[config.mk]
export PLATFORM = sky130hd
export DESIGN_NAME = ps2_host_tx_flat
export DESIGN_NICKNAME = d
export VERILOG_FILES = /design/src/rtl/ps2_host_tx_if.sv /design/src/rtl/ps2_host_tx.sv /design/src/flat_wrapper.sv
export SDC_FILE = /design/constraint.sdc
export NUM_CORES = 1
export LEC_CHECK = 0
export CORE_AREA = 10 10 74 76
export DETAILED_ROUTE_END_ITERATION = 10
export DIE_AREA = 0 0 84 86
export PLACE_DENSITY = 0.78
export SLEW_MARGIN = 20
export SYNTH_ARGS = -nofsm -noshare
export SYNTH_HDL_FRONTEND = slang
export SYNTH_SLANG_ARGS = --single-unit
[constraint.sdc]
create_clock -name CLK -period 1.83 [get_ports CLK]
set_input_delay 0.366 -clock CLK [delete_from_list [all_inputs] [get_ports CLK]]
set_output_delay 0.366 -clock CLK [all_outputs]
set_load 0.01 [all_outputs]
[src/rtl/ps2_host_tx_if.sv]
`default_nettype none
// ============================================================================
//  Module   : ps2_host_tx_if
//  Purpose  : Command handshake between a requester and the PS/2 host
//             transmitter.
//  Signals  : TX_DATA  [7:0] byte to send, sampled with TX_START
//             TX_START       1-cycle request, honoured only while BUSY=0
//             BUSY           frame in flight (receive side should ignore lines)
//             DONE           1-cycle pulse, frame sent and ACK received
//             ERROR          1-cycle pulse, NACK or device timeout
//  Modports : master - command source, slave - ps2_host_tx
//  Revision : 1.0 - initial release
// ============================================================================
interface ps2_host_tx_if;
    logic [7:0] TX_DATA;
    logic       TX_START;
    logic       BUSY;
    logic       DONE;
    logic       ERROR;

    modport master (
        output TX_DATA,
        output TX_START,
        input  BUSY,
        input  DONE,
        input  ERROR
    );

    modport slave (
        input  TX_DATA,
        input  TX_START,
        output BUSY,
        output DONE,
        output ERROR
    );
endinterface
`default_nettype wire

[src/rtl/ps2_host_tx.sv]
`default_nettype none
// ============================================================================
//  Module   : ps2_host_tx
//  Purpose  : PS/2 host-to-device transmitter. Inhibits the bus, issues the
//             request-to-send start bit, then shifts one byte (LSB first),
//             odd parity and stop bit out on device clock falling edges and
//             checks the device ACK bit.
//  Ports    : CLK, nRESET     system clock, asynchronous active-low reset
//             host (slave)    TX_DATA/TX_START/BUSY/DONE/ERROR handshake
//             PS2_CLK_IN      raw PS/2 clock line (asynchronous)
//             PS2_DATA_IN     raw PS/2 data line (asynchronous)
//             PS2_CLK_OE      1 = pull PS/2 clock low, 0 = release
//             PS2_DATA_OE     1 = pull PS/2 data low, 0 = release
//  Params   : INHIBIT_CYCLES  clock-low inhibit length (1..65536)
//             TIMEOUT_CYCLES  max cycles between device clock falls (1..65536)
//  Revision : 1.0 - initial release
// ============================================================================
module ps2_host_tx #(
    parameter int INHIBIT_CYCLES = 1600,
    parameter int TIMEOUT_CYCLES = 32000
) (
    input  wire logic    CLK,
    input  wire logic    nRESET,
    ps2_host_tx_if.slave host,
    input  wire logic    PS2_CLK_IN,
    input  wire logic    PS2_DATA_IN,
    output logic         PS2_CLK_OE,
    output logic         PS2_DATA_OE
);

    localparam logic [2:0] ST_IDLE      = 3'd0;
    localparam logic [2:0] ST_INHIBIT   = 3'd1;
    localparam logic [2:0] ST_REQ       = 3'd2;
    localparam logic [2:0] ST_SEND      = 3'd3;
    localparam logic [2:0] ST_ACK       = 3'd4;
    localparam logic [2:0] ST_WAIT_IDLE = 3'd5;

    localparam logic [15:0] INHIBIT_LAST = 16'(INHIBIT_CYCLES - 1);
    localparam logic [15:0] TIMEOUT_LAST = 16'(TIMEOUT_CYCLES - 1);

    logic [2:0]  state;
    logic [2:0]  next_state;
    logic        clk_meta, clk_sync, clk_prev;
    logic        data_meta, data_sync;
    logic [9:0]  frame;       // {stop, parity, D7..D0}
    logic [15:0] timer;
    logic [3:0]  bit_cnt;     // device clock falls seen since the request
    logic        done_pulse, error_pulse;
    logic        clk_oe_nxt, data_oe_nxt, done_nxt, error_nxt;
    logic        fall, lines_idle, inhibit_last, timeout_hit;

    // Synchronisers reset to 1 (idle bus) so reset release never looks
    // like a falling edge.
    always_ff @(posedge CLK or negedge nRESET) begin
        if (!nRESET) begin
            clk_meta  <= 1'b1;
            clk_sync  <= 1'b1;
            clk_prev  <= 1'b1;
            data_meta <= 1'b1;
            data_sync <= 1'b1;
        end else begin
            clk_meta  <= PS2_CLK_IN;
            clk_sync  <= clk_meta;
            clk_prev  <= clk_sync;
            data_meta <= PS2_DATA_IN;
            data_sync <= data_meta;
        end
    end

    assign fall         = clk_prev & ~clk_sync;
    assign lines_idle   = clk_sync & data_sync;
    assign inhibit_last = (timer == INHIBIT_LAST);
    // A falling edge in the same cycle wins over the timeout.
    assign timeout_hit  = (timer == TIMEOUT_LAST) & ~fall;

    // State register
    always_ff @(posedge CLK or negedge nRESET) begin
        if (!nRESET) state <= ST_IDLE;
        else         state <= next_state;
    end

    // Next-state logic
    always_comb begin
        next_state = state;
        case (state)
            ST_IDLE:      if (host.TX_START) next_state = ST_INHIBIT;
            ST_INHIBIT:   if (inhibit_last)  next_state = ST_REQ;
            ST_REQ: begin
                if (fall)             next_state = ST_SEND;
                else if (timeout_hit) next_state = ST_IDLE;
            end
            ST_SEND: begin
                if (fall) begin
                    if (bit_cnt == 4'd9) next_state = ST_ACK;
                end else if (timeout_hit) begin
                    next_state = ST_IDLE;
                end
            end
            ST_ACK: begin
                if (fall)             next_state = data_sync ? ST_IDLE : ST_WAIT_IDLE;
                else if (timeout_hit) next_state = ST_IDLE;
            end
            ST_WAIT_IDLE: begin
                if (lines_idle)       next_state = ST_IDLE;
                else if (timeout_hit) next_state = ST_IDLE;
            end
            default:                  next_state = ST_IDLE;
        endcase
    end

    // Output logic: next values for the registered line drivers and pulses,
    // so nothing driving the open-collector pads can glitch.
    always_comb begin
        clk_oe_nxt  = 1'b0;
        data_oe_nxt = PS2_DATA_OE;
        done_nxt    = 1'b0;
        error_nxt   = 1'b0;
        case (state)
            ST_IDLE: begin
                data_oe_nxt = 1'b0;
                clk_oe_nxt  = host.TX_START;
            end
            ST_INHIBIT: begin
                clk_oe_nxt = ~inhibit_last;
                if (inhibit_last) data_oe_nxt = 1'b1;   // start bit
            end
            ST_REQ, ST_SEND: begin
                // Device latches on its rising edge; we change data while
                // the clock is low. Driving low means a 0 bit.
                if (fall) begin
                    data_oe_nxt = ~frame[bit_cnt];
                end else if (timeout_hit) begin
                    data_oe_nxt = 1'b0;
                    error_nxt   = 1'b1;
                end
            end
            ST_ACK: begin
                data_oe_nxt = 1'b0;
                if (fall)             error_nxt = data_sync;   // high = NACK
                else if (timeout_hit) error_nxt = 1'b1;
            end
            ST_WAIT_IDLE: begin
                data_oe_nxt = 1'b0;
                if (lines_idle)       done_nxt  = 1'b1;
                else if (timeout_hit) error_nxt = 1'b1;
            end
            default: data_oe_nxt = 1'b0;
        endcase
    end

    // Datapath and registered outputs
    always_ff @(posedge CLK or negedge nRESET) begin
        if (!nRESET) begin
            frame       <= '0;
            timer       <= '0;
            bit_cnt     <= '0;
            PS2_CLK_OE  <= 1'b0;
            PS2_DATA_OE <= 1'b0;
            done_pulse  <= 1'b0;
            error_pulse <= 1'b0;
        end else begin
            PS2_CLK_OE  <= clk_oe_nxt;
            PS2_DATA_OE <= data_oe_nxt;
            done_pulse  <= done_nxt;
            error_pulse <= error_nxt;
            case (state)
                ST_IDLE: begin
                    if (host.TX_START) begin
                        frame   <= {1'b1, ~^host.TX_DATA, host.TX_DATA};
                        timer   <= '0;
                        bit_cnt <= '0;
                    end
                end
                ST_INHIBIT: timer <= inhibit_last ? 16'd0 : timer + 16'd1;
                default: begin
                    timer <= fall ? 16'd0 : timer + 16'd1;
                    if (fall) bit_cnt <= bit_cnt + 4'd1;
                end
            endcase
        end
    end

    // BUSY falls in the same cycle the registered DONE/ERROR pulse appears.
    assign host.BUSY  = (state != ST_IDLE);
    assign host.DONE  = done_pulse;
    assign host.ERROR = error_pulse;

endmodule
`default_nettype wire

[src/flat_wrapper.sv]
// flat-port wrapper written by rule: the top's interface ports become plain ports
module ps2_host_tx_flat 
#(
    parameter int INHIBIT_CYCLES = 1600,
    parameter int TIMEOUT_CYCLES = 32000
)
  (CLK, nRESET, PS2_CLK_IN, PS2_DATA_IN, PS2_CLK_OE, PS2_DATA_OE, host_TX_DATA, host_TX_START, host_BUSY, host_DONE, host_ERROR);
  ps2_host_tx_if host_i ();
  input  wire logic CLK;
  input  wire logic nRESET;
  input  wire logic PS2_CLK_IN;
  input  wire logic PS2_DATA_IN;
  output logic PS2_CLK_OE;
  output logic PS2_DATA_OE;
  input wire logic [$bits(host_i.TX_DATA)-1:0] host_TX_DATA;
  input wire logic [$bits(host_i.TX_START)-1:0] host_TX_START;
  output wire logic [$bits(host_i.BUSY)-1:0] host_BUSY;
  output wire logic [$bits(host_i.DONE)-1:0] host_DONE;
  output wire logic [$bits(host_i.ERROR)-1:0] host_ERROR;
  assign host_i.TX_DATA = host_TX_DATA;
  assign host_i.TX_START = host_TX_START;
  assign host_BUSY = host_i.BUSY;
  assign host_DONE = host_i.DONE;
  assign host_ERROR = host_i.ERROR;
  ps2_host_tx #(.INHIBIT_CYCLES(INHIBIT_CYCLES), .TIMEOUT_CYCLES(TIMEOUT_CYCLES)) u_core (.CLK(CLK), .nRESET(nRESET), .host(host_i), .PS2_CLK_IN(PS2_CLK_IN), .PS2_DATA_IN(PS2_DATA_IN), .PS2_CLK_OE(PS2_CLK_OE), .PS2_DATA_OE(PS2_DATA_OE));
endmodule
==> results of run 1 <==
## cell type report
type                            instances  area [um2]  area share, %
Clock inverter                          2        12.5          0.448
Tap cell                               50        62.6           2.24
Clock buffer                            6        82.6           2.96
Inverter                                3        11.3          0.404
Timing Repair Buffer                   43         372           13.3
Sequential cell                        42        1060           37.9
Multi-Input combinational cell        189        1190           42.7
## sequential cells by signal (all words and copies together) (netlist names), 3 cells and up
name,cells
u_core.frame,10
u_core.state,3
u_core.bit_cnt,4
u_core.timer,16
## placed cells by master (no fill, tap or decap), drive strengths merged, types with 2 or more instances in the layout
| master | instances |
|---|---|
| a211o | 3 |
| a21o | 6 |
| a21oi | 8 |
| a2bb2oi | 2 |
| a31oi | 3 |
| and4 | 2 |
| buf | 27 |
| clkbuf | 6 |
| clkdlybuf4s50 | 15 |
| dfrtp | 37 |
| dfstp | 5 |
| ha | 3 |
| inv | 3 |
| mux2i | 4 |
| mux4 | 2 |
| nand2 | 49 |
| nand2b | 3 |
| nand3 | 9 |
| nand3b | 2 |
| nand4 | 7 |
| nor2 | 19 |
| nor2b | 2 |
| nor3 | 10 |
| nor3b | 4 |
| nor4 | 4 |
| o21ai | 15 |
| or2 | 4 |
| xnor2 | 6 |
| xor2 | 6 |
## final timing paths
| path | start | endpoint | slack, ps | cells past startpoint |
|---|---|---|---|---|
| worst max-delay path | u_core.state[2] | host_BUSY | 80 | 2 |
| worst min-delay path | nRESET | u_core.timer[9] | 120 | 2 |
| worst max register to register | u_core.state[2] | u_core.timer[6] | 80 | 7 |
| worst min register to register | u_core.clk_meta | u_core.clk_sync | 360 | 0 |
| max in group asynchronous | nRESET | u_core.bit_cnt[0] | 1310 | 2 |
| min in group CLK | u_core.clk_meta | u_core.clk_sync | 360 | 0 |
## power groups by stage
stage / logic [mW] / registers [mW] / clock network [mW]
final: 0.116 / 0.968 / 0.624
after global routing: 0.131 / 0.970 / 0.683
after CTS: 0.119 / 0.968 / 0.641
after detailed placement: 0.118 / 0.986 / 0
after global placement: 0.116 / 0.983 / 0
after floorplan: 0.0511 / 0.983 / 0
## per-stage QoR
stage	total power, mW	utilization, %	worst slack (ps)	cells
after global routing	1.78	70.3	5.42	335
after CTS	1.73	69.4	11.9	333
after detailed placement	1.10	66.7	38.6	323
final	1.71	70.3	75.4	335
after global placement	1.10	66.7	92.8	323
after floorplan	1.03	-	163	243
## cell families after synthesis
| kind of cell | count (synthesis) | synth area share [%] |
|---|---|---|
| simple gates | 124 | 28.8 |
| xor+xnor | 12 | 4.59 |
| compound gates | 44 | 12.5 |
| buf+inv | 12 | 2.62 |
| mux | 6 | 3.71 |
| flops | 42 | 46.1 |
| fa+ha+maj | 3 | 1.64 |
## routing by layer
layer  up-vias  track usage (%)  part of all wire [%]
met3        13             3.31                   6.1
met2        57             24.7                    48
met4         0             7.61                   2.6
li1        949                -                     -
met1       928             20.0                    44
met5         -                0                     0
## what timing repair did
| item | CTS | global route |
|---|---|---|
| setup buffers | 2 | 2 |
| endpoints found under the setup margin | 1 | 12 |
| gates resized for setup | 1 | 5 |
| pin swaps | 0 | 2 |
## cell usage after synthesis (2+ instances only)
master     number
or2_2           2
nand3_1         9
a211o_1         3
ha_1            3
nand2b_1        3
nand4_1         6
nor4_1          3
a31oi_1         3
mux4_2          2
nand2_1        49
buf_2           2
a2bb2oi_1       2
xnor2_1         6
o21ai_0        15
inv_1           3
nor2_1         18
dfrtp_1        37
a21oi_1         7
dfstp_2         5
clkbuf_1        4
a21o_1          6
nand3b_1        2
xor2_1          6
nor3b_1         4
nor3_1         10
mux2i_1         4
nor2b_1         2
## worst register-to-register path, delay by kind of cell (launching register included)
kind / cells / cell delay, ps
compound gates: 2 / 150
buf+inv: 2 / 310
flops: 1 / 390
simple gates: 3 / 830
==> run metrics, run 1 <==
status complete, no violations; first-pass GRT wire length 9.44 mm; hold crit path type input port to asynchronous set/reset pin; row cnt 23; antenna viol nets, final 0; relative slew slack 65.5%; die area 0.00722 mm2; Critical Path RT 1460 ps; Residual DRC 0; vias per inst 5.81; starting density of the core ~58%; overall global routing resource usage between 10% and 20%; # hold bufs at CTS 0; crit end category output pin; DRT Pass-1 Iters 4; CTS Sinks 42; worst vdd ir roughly 0.48 mV; Die X-Extent roughly 84 um; Startpoint Class flop; synth-to-layout area growth 21.8%; Yosys top cell by area dfrtp_1; max-cap viol count 0; DP Area 0.00265 mm2; Cell Area, Synth 0.00229 mm2; Worst Skew 6.82 ps; hold slack 119 ps; Net Sw Power 392 uW; Core Footprint a little under 0.004 mm2; syn_area_per_cell ~9.4 um2; clock-pin slew on the worst setup and hold paths 80 ps; Pwr per Cell Area 612 mW/mm2; CP Max Fanout 3; sequential cell area fraction in the yosys report a little under half; antenna diode count 0; Setup Viol. Count Final 0; Clock power frac 36.6%; Port Buffers 17; TNS Setup 0 ps; Fillers approximately 320; Hold Fails Final Rpt 0; Die H 86 um; fraction of layout cells with a size suffix above 1 approximately a fifth; crit share post-route 95.9%; Syn. warnings 0; Final Critical Period 1750 ps; post-DP HPWL 4.11 mm; final instance area approximately 0.0028 mm2; flops & latches, synth 42; WP buf/inv 1; number of global-route vias before repair 1951; largest cells by area after synthesis dfrtp_1 40%, nand2_1 8.0%, dfstp_2 5.7%; number of buffers created by CTS 5; internal power 1.32 mW; share of the synthesized area in the top cell type 40.4%; starting DRC count in detailed routing about 120; slowest stage delay, CP just over 400 ps; Final Max Slew Viols 0; via count 1947; clk_lat worst skew 300 ps; post-synthesis cell type count 54; Net count, final 300; unrepaired setup endpoints after global routing false; sequential cell fraction of total power 56.7%; maximum clock insertion buffer count 2; Logic pwr share 6.8%; f_max roughly 570 MHz; initial antenna violation count 0; CP max stage cell or3_4; Sw Ratio a little under a quarter; Mapped Cells 243; leak pwr 1.24 nW; Worst Path Class, Setup flop to output pin; GPL Wtd Cong 0.914; CP Data Arrival Time 1390 ps; number of flops mapped to enable cells by yosys 0; grt total ovfl 0; TritonCTS clock tree built; post-synthesis async set-or-reset flop share between 90% and 100%; root buffer cell clkbuf_8; DR WL/cell 16.2 um; DRT Wirelength 5.42 mm; Top delay family on crit path simple AND/OR/NAND/NOR gates; num ports 18; H-tree levels 2; Main synth FF type dfrtp_1; largest net degree at the start of global routing 43; actual slew at the worst max-slew pin around 520 ps; syn nets 259; CP Cell Sequence or3_4 > dlygate4sd2_1
Note: power is estimated with default switching activity, not from simulation.
==> run 2: changes to the inputs <==
Settings changed: CAP_MARGIN set to 20, GPL_ROUTABILITY_DRIVEN set to 0.
==> results of run 2 <==
Final layout, timing and power as in run 1 (identical DEF).
==> run 3: changes to the inputs <==
Settings changed: CORE_AREA 10 10 74 76 to 2 2 66 68, DIE_AREA 0 0 84 86 to 0 0 68 70.
==> run 3 against run 2 <==
  * Sequential share of layout area is 0.45 points lower
  * Power is 6.6% higher
  * Largest power group unchanged
  * Final area is 1.2% higher
  * Non-clock buffer count stayed put
  * Core utilization is 2.1 points lower
  * Flip-flop and latch count stayed put
  * Final cell count is 0.60% higher
  * Critical path depth stayed put
  * Via count is 1.4% lower
  * Combinational power hardly changed
  * Critical path type unchanged
  * Highest routed layer unchanged
  * Die area is 34% lower
==> run metrics, run 3 (synthesis results as in run 1) <==
H-tree levels 2 (unchanged); CP max stage cell or3_4 (unchanged); antenna viol nets, final 0 (unchanged); grt total ovfl 0 (unchanged); Hold Fails Final Rpt 0 (unchanged); Pwr per Cell Area 644 mW/mm2 (was 612 mW/mm2); starting density of the core 55.3% (was 57.7%); Setup Viol. Count Final 0 (unchanged); leak pwr 1.24 nW (about the same); Die H 70 um (was 86 um); Final Max Slew Viols 0 (unchanged); status complete, no violations (unchanged); num ports 18 (unchanged); crit share post-route 96.1% (was 95.9%); FF-to-FF setup slack 100 ps (was 80 ps); Final Critical Period 1760 ps (was 1750 ps); hold crit path type input port to asynchronous set/reset pin (unchanged); unrepaired setup endpoints after global routing true (was false); DRT Pass-1 Iters 4 (unchanged); Largest regs u_core.timer: 16 flops, u_core.frame: 10 flops, u_core.bit_cnt: 4 flops (unchanged); Die X-Extent 68 um (was 84 um); Startpoint Class flop (unchanged); actual slew at the worst max-slew pin 494 ps (was 518 ps); via count 1920 (was 1947); overall global routing resource usage 24.3% (was 15.7%); first-pass GRT wire length 8.74 mm (was 9.44 mm); CP Data Arrival Time 1390 ps (about the same); initial antenna violation count 0 (unchanged); Net count, final 300 (unchanged); f_max 569 MHz (was 570 MHz); synth-to-layout area growth 23.3% (was 21.8%); number of global-route vias before repair 1907 (was 1951); fraction of layout cells with a size suffix above 1 21.4% (was 21.1%); WP buf/inv 1 (unchanged); antenna diode count 0 (unchanged); die area 0.00476 mm2 (was 0.00722 mm2); clk_lat worst skew 300 ps (about the same); TNS Setup 0 ps (unchanged); Largest Register u_core.timer (unchanged); CP Cell Sequence or3_4 > dlygate4sd2_1 (unchanged); maximum clock insertion buffer count 2 (unchanged); slowest stage delay, CP 410 ps (about the same); TritonCTS clock tree built (unchanged); DP Cell Count 329 (was 323); Core Footprint 0.00414 mm2 (was 0.00397 mm2); starting DRC count in detailed routing 204 (was 119); most frequent cells in the layout 49 x nand2_1, 36 x dfrtp_1, 25 x buf_4 (unchanged); Critical Path RT 1460 ps (about the same); worst vdd ir 0.655 mV (was 0.477 mV); max reg flops 16 (unchanged); vias per inst 5.70 (was 5.81); Residual DRC 0 (unchanged); Worst Path Class, Setup flop to output pin (unchanged); CTS Sinks 42 (unchanged); relative slew slack 67.0% (was 65.5%); DR WL/cell 14.5 um (was 16.2 um); Port Buffers 17 (unchanged); clock-pin slew on the worst setup and hold paths 80 ps (about the same); root buffer cell clkbuf_8 (unchanged); CP Max Fanout 3 (unchanged); largest net degree at the start of global routing 22 (was 43); post-DP HPWL 3.55 mm (was 4.11 mm); row cnt 24 (was 23); most common cell after layout, fill and taps aside nand2_1 (unchanged); Final Non-Filler Cells 337 (was 335); max-cap viol count 0 (unchanged); crit end category output pin (unchanged); DRT Wirelength 4.89 mm (was 5.42 mm); Worst Skew 4.96 ps (was 6.82 ps); Top delay family on crit path simple AND/OR/NAND/NOR gates (unchanged); number of buffers created by CTS 5 (unchanged)
run 3: cell types whose count changed in the layout (fill, tap and decap cells not counted), sizes merged:
cell	delta
clkinvlp	+1
bufinv	+1
clkinv	-1
clkbuf	-1
run 3: cell type report:
cell class	instances	area, um2
repair buffers	43	372
inverters	3	11.3
multi-input cells	189	1200
fillers	335	1320
flip-flops and latches	42	1060
well taps	52	65.1
clock buffers	5	68.8
clock inverters	3	45.0
run 3: metal layers:
metal  track usage, %  wire length (um)  vias to the layer above
li1                 -                 -                      942
met1             34.9              2220                      918
met2             35.8              2390                       56
met3             5.80               249                        4
met4             8.22                39                        0
met5                0                 0                        -
run 3: path summary, 6_finish.rpt:
| check | depth (start not counted) | startpoint | to |
|---|---|---|---|
| setup reg to reg | 7 | u_core.timer[0] | u_core.timer[4] |
| max in group asynchronous | 2 | nRESET | u_core.clk_sync |
| setup / recovery | 2 | u_core.state[2] | host_BUSY |
| hold reg to reg | 0 | u_core.data_meta | u_core.data_sync |
| min in group CLK | 0 | u_core.data_meta | u_core.data_sync |
| hold / removal | 1 | nRESET | u_core.timer[6] |
run 3: power by group:
group	internal, mW	switching (mW)	total [mW]	leakage, nW
logic	0.0597	0.0570	0.117	0.680
registers	0.954	0.0122	0.966	0.507
clock network	0.406	0.331	0.737	0.0504
run 3: repair_timing:
item                                    4_1_cts  5_1_grt
buffers inserted                              0        0
hold buffers                                  0        0
endpoints found under the setup margin        5        9
pin swaps                                     0        1
gates resized for setup                       2        6
run 3: per-stage QoR:
stage | hold slack (ps) | total power, mW | area, um2 | utilization (%) | worst slack [ps]
floorplan | 70.4 | 1.03 | 2290 | - | 163
global placement | 346 | 1.10 | 2680 | 64.7 | -16.6
detailed placement | 347 | 1.10 | 2680 | 64.7 | -89.3
CTS | 29.8 | 1.85 | 2800 | 67.5 | 26.7
global route | 56.5 | 1.90 | 2820 | 68.1 | -24.0
finish | 22.1 | 1.82 | 2820 | 68.1 | 71.4
